`src/rtl/vend_pkg.sv`:
```
// vend_pkg: shared state type, coin values and price/credit constants for the vending sequencer.
package vend_pkg;
  typedef enum logic [1:0] {IDLE, CREDIT, VEND, CHANGE} state_e;
  localparam int COIN5_VAL = 5;
  localparam int COIN10_VAL = 10;
  function automatic int default_price(input int i);
    return 5 * (i + 1);
  endfunction
  function automatic int cmax(input int w);
    return (((1 << w) - 1) / 5) * 5;
  endfunction
endpackage

```
`src/rtl/vend_sequencer_if.sv`:
```
// vend_sequencer_if: coin/keypad/config inputs, dispenser handshake and status outputs.
interface vend_sequencer_if #(parameter int IDX_W = 2, parameter int CREDIT_W = 8);
  logic coin5, coin10, sel_valid, cancel, cfg_we, disp_ack;
  logic disp_req, change5, busy, short, fault;
  logic [IDX_W-1:0] sel_idx, cfg_idx, disp_idx;
  logic [CREDIT_W-1:0] cfg_price, credit;
  modport master(output coin5, coin10, sel_valid, sel_idx, cancel, cfg_we, cfg_idx, cfg_price, disp_ack,
                 input disp_req, disp_idx, change5, credit, busy, short, fault);
  modport slave(input coin5, coin10, sel_valid, sel_idx, cancel, cfg_we, cfg_idx, cfg_price, disp_ack,
                output disp_req, disp_idx, change5, credit, busy, short, fault);
endinterface

```
`src/rtl/vend_price_table.sv`:
```
// vend_price_table: per-item price registers with reset defaults, validated writes and a combinational read.
module vend_price_table
  import vend_pkg::*;
#(
  parameter int NUM_ITEMS = 4,
  parameter int IDX_W = 2,
  parameter int CREDIT_W = 8
) (
  input  logic                clk,
  input  logic                reset,
  input  logic                we_i,
  input  logic [IDX_W-1:0]    widx_i,
  input  logic [CREDIT_W-1:0] wprice_i,
  input  logic [IDX_W-1:0]    ridx_i,
  output logic [CREDIT_W-1:0] rprice_o,
  output logic                rvalid_o
);
  logic [CREDIT_W-1:0] price_q [NUM_ITEMS];
  logic wr_ok;
  assign wr_ok = we_i && (int'(widx_i) < NUM_ITEMS) && ((wprice_i % CREDIT_W'(5)) == '0);
  assign rvalid_o = int'(ridx_i) < NUM_ITEMS;
  assign rprice_o = rvalid_o ? price_q[ridx_i] : '1;
  always_ff @(posedge clk or posedge reset) begin
    if (reset) begin
      for (int i = 0; i < NUM_ITEMS; i++) price_q[i] <= CREDIT_W'(default_price(i));
    end else if (wr_ok) begin
      price_q[widx_i] <= wprice_i;
    end
  end
endmodule

```
`src/rtl/vend_sequencer.sv`:
```
// vend_sequencer: credit accumulation, price check, dispenser handshake with timeout refund,
// and change return as alternating 5-unit coin pulses.
module vend_sequencer
  import vend_pkg::*;
#(
  parameter int NUM_ITEMS = 4,
  parameter int CREDIT_W = 8,
  parameter int DISP_TIMEOUT = 16
) (
  input logic clk,
  input logic reset,
  vend_sequencer_if.slave bus
);
  localparam int IDX_W = $clog2(NUM_ITEMS);
  localparam int TMR_W = $clog2(DISP_TIMEOUT + 1);
  localparam logic [CREDIT_W:0] CMAX = (CREDIT_W + 1)'(cmax(CREDIT_W));
  state_e state_q, state_d;
  logic [CREDIT_W-1:0] credit_q, credit_d, paid_q, paid_d, price;
  logic [TMR_W-1:0] tmr_q, tmr_d;
  logic [IDX_W-1:0] disp_idx_q, disp_idx_d;
  logic disp_req_q, disp_req_d, change5_q, change5_d, short_q, short_d, fault_q, fault_d, busy_q, busy_d;
  logic price_ok, sel_ok;
  logic [CREDIT_W:0] coin, credit_x;
  function automatic logic [CREDIT_W-1:0] sat(input logic [CREDIT_W:0] v);
    return (v > CMAX) ? CMAX[CREDIT_W-1:0] : v[CREDIT_W-1:0];
  endfunction
  vend_price_table #(.NUM_ITEMS(NUM_ITEMS), .IDX_W(IDX_W), .CREDIT_W(CREDIT_W)) u_prices (
    .clk(clk), .reset(reset), .we_i(bus.cfg_we), .widx_i(bus.cfg_idx), .wprice_i(bus.cfg_price),
    .ridx_i(bus.sel_idx), .rprice_o(price), .rvalid_o(price_ok)
  );
  assign coin = (bus.coin5 ? (CREDIT_W + 1)'(COIN5_VAL) : '0) + (bus.coin10 ? (CREDIT_W + 1)'(COIN10_VAL) : '0);
  assign credit_x = {1'b0, credit_q};
  // Price check uses credit registered before this cycle's coins.
  assign sel_ok = price_ok && (credit_q >= price);
  always_comb begin
    state_d = state_q;
    credit_d = credit_q;
    paid_d = paid_q;
    tmr_d = tmr_q;
    disp_req_d = disp_req_q;
    disp_idx_d = disp_idx_q;
    change5_d = 1'b0;
    short_d = 1'b0;
    fault_d = 1'b0;
    case (state_q)
      IDLE, CREDIT: begin
        credit_d = sat(credit_x + coin);
        if (bus.cancel) begin
          if (state_q == CREDIT) begin
            state_d = CHANGE;
            change5_d = 1'b1;
          end
        end else if (bus.sel_valid && sel_ok) begin
          state_d = VEND;
          credit_d = sat(credit_x + coin - {1'b0, price});
          paid_d = price;
          tmr_d = '0;
          disp_req_d = 1'b1;
          disp_idx_d = bus.sel_idx;
        end else if (bus.sel_valid) begin
          short_d = 1'b1;
        end
        if (state_d == IDLE || state_d == CREDIT) state_d = (credit_d == '0) ? IDLE : CREDIT;
      end
      VEND: begin
        tmr_d = tmr_q + TMR_W'(1);
        if (bus.disp_ack) begin
          disp_req_d = 1'b0;
          state_d = (credit_q != '0) ? CHANGE : IDLE;
          change5_d = credit_q != '0;
        end else if (tmr_q == TMR_W'(DISP_TIMEOUT - 1)) begin
          disp_req_d = 1'b0;
          fault_d = 1'b1;
          credit_d = sat(credit_x + {1'b0, paid_q});
          state_d = CHANGE;
          change5_d = credit_d != '0;
        end
      end
      default: begin
        if (change5_q) begin
          credit_d = credit_q - CREDIT_W'(COIN5_VAL);
          if (credit_d == '0) state_d = IDLE;
        end else if (credit_q == '0) begin
          state_d = IDLE;
        end else begin
          change5_d = 1'b1;
        end
      end
    endcase
    busy_d = (state_d == VEND) || (state_d == CHANGE);
  end
  always_ff @(posedge clk or posedge reset) begin
    if (reset) begin
      state_q <= IDLE;
      credit_q <= '0;
      paid_q <= '0;
      tmr_q <= '0;
      disp_req_q <= 1'b0;
      disp_idx_q <= '0;
      change5_q <= 1'b0;
      short_q <= 1'b0;
      fault_q <= 1'b0;
      busy_q <= 1'b0;
    end else begin
      state_q <= state_d;
      credit_q <= credit_d;
      paid_q <= paid_d;
      tmr_q <= tmr_d;
      disp_req_q <= disp_req_d;
      disp_idx_q <= disp_idx_d;
      change5_q <= change5_d;
      short_q <= short_d;
      fault_q <= fault_d;
      busy_q <= busy_d;
    end
  end
  assign bus.disp_req = disp_req_q;
  assign bus.disp_idx = disp_idx_q;
  assign bus.change5 = change5_q;
  assign bus.credit = credit_q;
  assign bus.busy = busy_q;
  assign bus.short = short_q;
  assign bus.fault = fault_q;
endmodule

```
`src/flat_wrapper.sv`:
```
// flat-port wrapper written by rule: the top's interface ports become plain ports
module vend_sequencer_flat import vend_pkg::*;
#(
  parameter int NUM_ITEMS = 4,
  parameter int CREDIT_W = 8,
  parameter int DISP_TIMEOUT = 16
)
  (clk, reset, bus_coin5, bus_coin10, bus_sel_valid, bus_sel_idx, bus_cancel, bus_cfg_we, bus_cfg_idx, bus_cfg_price, bus_disp_ack, bus_disp_req, bus_disp_idx, bus_change5, bus_credit, bus_busy, bus_short, bus_fault);
  vend_sequencer_if #(.IDX_W(2), .CREDIT_W(CREDIT_W)) bus_i ();
  input logic clk;
  input logic reset;
  input wire logic [$bits(bus_i.coin5)-1:0] bus_coin5;
  input wire logic [$bits(bus_i.coin10)-1:0] bus_coin10;
  input wire logic [$bits(bus_i.sel_valid)-1:0] bus_sel_valid;
  input wire logic [$bits(bus_i.sel_idx)-1:0] bus_sel_idx;
  input wire logic [$bits(bus_i.cancel)-1:0] bus_cancel;
  input wire logic [$bits(bus_i.cfg_we)-1:0] bus_cfg_we;
  input wire logic [$bits(bus_i.cfg_idx)-1:0] bus_cfg_idx;
  input wire logic [$bits(bus_i.cfg_price)-1:0] bus_cfg_price;
  input wire logic [$bits(bus_i.disp_ack)-1:0] bus_disp_ack;
  output wire logic [$bits(bus_i.disp_req)-1:0] bus_disp_req;
  output wire logic [$bits(bus_i.disp_idx)-1:0] bus_disp_idx;
  output wire logic [$bits(bus_i.change5)-1:0] bus_change5;
  output wire logic [$bits(bus_i.credit)-1:0] bus_credit;
  output wire logic [$bits(bus_i.busy)-1:0] bus_busy;
  output wire logic [$bits(bus_i.short)-1:0] bus_short;
  output wire logic [$bits(bus_i.fault)-1:0] bus_fault;
  assign bus_i.coin5 = bus_coin5;
  assign bus_i.coin10 = bus_coin10;
  assign bus_i.sel_valid = bus_sel_valid;
  assign bus_i.sel_idx = bus_sel_idx;
  assign bus_i.cancel = bus_cancel;
  assign bus_i.cfg_we = bus_cfg_we;
  assign bus_i.cfg_idx = bus_cfg_idx;
  assign bus_i.cfg_price = bus_cfg_price;
  assign bus_i.disp_ack = bus_disp_ack;
  assign bus_disp_req = bus_i.disp_req;
  assign bus_disp_idx = bus_i.disp_idx;
  assign bus_change5 = bus_i.change5;
  assign bus_credit = bus_i.credit;
  assign bus_busy = bus_i.busy;
  assign bus_short = bus_i.short;
  assign bus_fault = bus_i.fault;
  vend_sequencer #(.NUM_ITEMS(NUM_ITEMS), .CREDIT_W(CREDIT_W), .DISP_TIMEOUT(DISP_TIMEOUT)) u_core (.clk(clk), .reset(reset), .bus(bus_i));
endmodule
```
`config.mk`:
```
export PLATFORM = sky130hd
export DESIGN_NAME = vend_sequencer_flat
export DESIGN_NICKNAME = d
export VERILOG_FILES = /design/src/rtl/vend_pkg.sv /design/src/rtl/vend_sequencer_if.sv /design/src/rtl/vend_price_table.sv /design/src/rtl/vend_sequencer.sv /design/src/flat_wrapper.sv
export SDC_FILE = /design/constraint.sdc
export NUM_CORES = 1
export LEC_CHECK = 0
export ABC_AREA = 1
export CAP_MARGIN = 10
export CORE_MARGIN = 4
export CORE_UTILIZATION = 41
export CTS_CLUSTER_DIAMETER = 40
export DETAILED_ROUTE_END_ITERATION = 12
export PLACE_DENSITY = 0.69
export SLEW_MARGIN = 20
export SYNTH_ARGS = -nofsm -noshare
export SYNTH_HDL_FRONTEND = slang
export SYNTH_SLANG_ARGS = --single-unit
```
`constraint.sdc`:
```
create_clock -name clk -period 4.5 [get_ports clk]
set_clock_uncertainty 0.1 [all_clocks]
set_input_delay 0.45 -clock clk [delete_from_list [all_inputs] [get_ports clk]]
set_output_delay 0.45 -clock clk [all_outputs]
set_load 0.005 [all_outputs]
```
==> summary.txt <==
CTS tree -> built
cell family with the largest share of critical-path delay -> simple AND/OR/NAND/NOR gates
first-pass GRT wire length -> 21.3 mm
Die Span Y -> 116 um
Core ar. -> 0.0114 mm2
initial antenna violation count -> 0
non-filler cells, final -> 822
vias in the first global route -> 4452
min Tclk post-route -> 4060 ps
mean post-synth cell area -> 7.47 um2
CP required -> 4620 ps
Routed WL per cell -> 15.3 um
syn_nets -> 694
count of cell types in the netlist -> 41
Via density -> 5.44
wl on met1 -> 5.40 mm
internal power -> 0.00213 W
run status -> finished, final reports clean
total clock sinks -> 62
Routed Wire Length -> 12.6 mm
Met3 Wirelength -> 652 um
Comb power frac -> 55.6%
most frequent cells in the layout -> nand2_1 (181), inv_1 (66), dfrtp_1 (52)
largest net degree at the start of global routing -> 37
hold depth -> 2
drt first pass iters -> 5
Final ANT Viol Nets -> 0
Seq cells post-synth -> 62
GPL Wtd Cong -> 0.907
pwr/cell area -> 704 mW/mm2
async set-reset flop share out of synthesis -> 100%
largest stage delay on the critical path -> 650 ps
met2 wire length -> 6.15 mm
CP Launch Type -> input pin
hold endpoint -> u_core.u_prices.price_q[19]
Ys Warns -> 0
sequential share of power -> 25.0%
H-tree Lvls -> 3
Final Cell Area -> 0.00553 mm2
effective utilization at floorplan -> 41.8%
register area share after synthesis -> 32.9%
Reg2Reg Setup Slack -> 540 ps
Via Count -> 4472
CP max FO -> 27
row cnt -> 39
Detail Placement HPWL -> 9.45 mm
clk_lat worst skew -> 340 ps
ys flop type -> dfrtp_1
worst slack, placed -> 138 ps
part of the cycle the worst path needs -> 90.2%
DR DRC count -> 0
CP bufs+invs -> 4
endpoints failing setup -> 0
RSZ-0062 raised after global routing -> no
hold path startpoint -> u_core.u_prices.price_q[19]
worst slew pin tran -> 815 ps
worst hold path class -> flop to flop
total of fill cells in the finished design -> 1111
Root Driver -> clkbuf_16
Crit. End Element -> flop
placed cells -> 806
chip width -> 116 um
Max Cap Viol -> 0
# IOs -> 35
Max Slew Vio Count -> 0
CTS buffer count -> 9
fin worst setup slack -> 439 ps
crit-path most repeated cell -> nand2_1
port buffer count -> 34
GR Overflow Total -> 0
area grow syn2layout -> 16.3%
die area -> 0.0134 mm2
Global Route Usage Sum -> 20.0%
top routing layer in use -> met4
leading cell type in the layout, fill and taps excluded -> nand2_1
worst reg2reg path endpoint -> u_core.state_q[0]
register clock-pin slew on the reported worst setup and hold paths -> 60 ps
highest clock rate -> 0.246 GHz
slowest CP cell -> clkdlybuf4s50_1
initial drt markers -> 303
Post-synth EDFFs -> 0
reg2reg start -> u_core.bus.credit[2]
Worst Setup Path Type -> input pin to flop
maximum vdd drop -> 0.000403 V
synthesized netlist cell count -> 637
Setup TNS Final -> 0 ps
share of cells above drive strength 1 -> 9.72%
Worst Reg-to-Reg Cells -> 22
Clk pwr share -> 19.4%
placement-stage cell area -> 0.00521 mm2
post-CTS setup buffer count -> 0
Final Hold Vio Count -> 0
Leakage Power -> 2.75 nW
Sw Ratio -> 45.3%
hold_buf cts -> 0
Net Sw Power -> 0.00176 W
final net count -> 731
ant diodes -> 0
Util after Layout -> 48.7%
Critical Path AT -> 4180 ps
Netlist Area Pre-Place -> 0.00476 mm2
clk buf depth -> 2
Slew Limit Headroom -> 45.5%
-- registers in the layout, indices dropped and copies added (netlist names) --
| name | count |
|---|---|
| u_core.bus.credit | 8 |
| u_core.u_prices.price_q | 32 |
| u_core.bus.disp_idx | 2 |
| u_core.bus.change5 | 1 |
| u_core.bus.short | 1 |
| u_core.bus.disp_req | 1 |
| u_core.bus.fault | 1 |
| u_core.bus.busy | 1 |
| u_core.state_q | 2 |
| u_core.tmr_q | 5 |
| u_core.paid_q | 8 |
-- through the flow --
| step | hold slack [ps] | power [W] |
|---|---|---|
| CTS | 368 | 0.00389 |
| finish | 370 | 0.00389 |
| global route | 389 | 0.00427 |
| detailed placement | 360 | 0.00311 |
| global placement | 353 | 0.00305 |
| floorplan | 337 | 0.00252 |
-- synthesized netlist by cell type, types with 2 or more instances --
| cell | n | area share (%) |
|---|---|---|
| a21oi_1 | 30 | 3.2 |
| buf_12 | 2 | 0.84 |
| xor2_1 | 16 | 2.9 |
| nand2_1 | 181 | 14 |
| xnor2_1 | 7 | 1.3 |
| inv_1 | 67 | 5.3 |
| dfstp_2 | 10 | 5.5 |
| a32o_1 | 6 | 1.3 |
| inv_2 | 3 | 0.24 |
| nand4_1 | 42 | 5.5 |
| clkinv_1 | 3 | 0.24 |
| nand2_2 | 11 | 1.4 |
| o21a_1 | 2 | 0.32 |
| nand3_1 | 30 | 3.2 |
| nor3_1 | 6 | 0.63 |
| ha_1 | 34 | 8.9 |
| fa_1 | 3 | 1.3 |
| nand3_2 | 8 | 1.7 |
| clkbuf_1 | 9 | 0.71 |
| o211ai_1 | 3 | 0.47 |
| a211oi_1 | 4 | 0.63 |
| o22ai_1 | 3 | 0.39 |
| a22oi_1 | 2 | 0.32 |
| o21bai_1 | 4 | 0.63 |
| buf_6 | 3 | 0.71 |
| nor2_1 | 32 | 2.5 |
| dfrtp_1 | 52 | 27 |
| a32oi_1 | 3 | 0.55 |
| buf_4 | 3 | 0.47 |
| o21ai_0 | 45 | 4.7 |
| nor2_2 | 3 | 0.39 |
-- worst max path at each step --
stage / start / end / slack [ps] / depth (start not counted)
final: bus_cfg_price[7] / u_core.u_prices.price_q[3] / 440 / 26
after global routing: bus_cfg_price[7] / u_core.u_prices.price_q[25] / 10 / 26
after CTS: bus_coin5 / u_core.state_q[0] / 470 / 20
after detailed placement: bus_sel_idx[0] / u_core.state_q[0] / 140 / 21
after global placement: bus_coin5 / u_core.state_q[0] / 200 / 20
after floorplan: bus_sel_idx[0] / u_core.state_q[0] / 600 / 22
-- power by group through the flow --
stage	combinational, W	clock (W)	sequential (W)
global route	0.00248	0.000792	0.00100
CTS	0.00216	0.000765	0.000972
detailed placement	0.00213	0	0.000980
floorplan	0.00159	0	0.000927
global placement	0.00207	0	0.000978
finish	0.00216	0.000757	0.000974
-- tightest hold or removal path, stage by stage (launching register included) --
cell     delay, ps
dfstp_2        370
nand2_1         60
nand2_1         40
-- cells by family after synthesis --
kind of cell             count (synthesis)  share of synthesized area (%)
AO/OA/AOI/OAI                          108                           13.5
XOR/XNOR                                23                           4.23
adder cells (fa/ha/maj)                 37                           10.2
buffers and inverters                   92                           8.94
flip-flops                              62                           32.9
AND/OR/NAND/NOR                        315                           30.2
-- layout make-up --
type                            instances  area, um2  share of cell area (%)
Clock buffer                           10        229                    4.14
Clock inverter                          6       93.8                    1.70
Inverter                               74        280                    5.07
Multi-Input combinational cell        483       2770                    50.1
Sequential cell                        62       1560                    28.3
Tap cell                              143        179                    3.23
Timing Repair Buffer                   44        415                    7.51
-- layer usage --
layer	up-vias	global-route usage (%)
met5	-	0
met4	0	8.51
met3	33	4.65
met2	129	33.8
met1	2091	24.7
li1	2219	-
-- repair_timing --
item / CTS / global route
setup endpoints to repair: 0 / 1
endpoints found under the hold margin: 0 / 0
gates resized for setup: 0 / 1
Note: power is estimated with default switching activity, not from simulation.
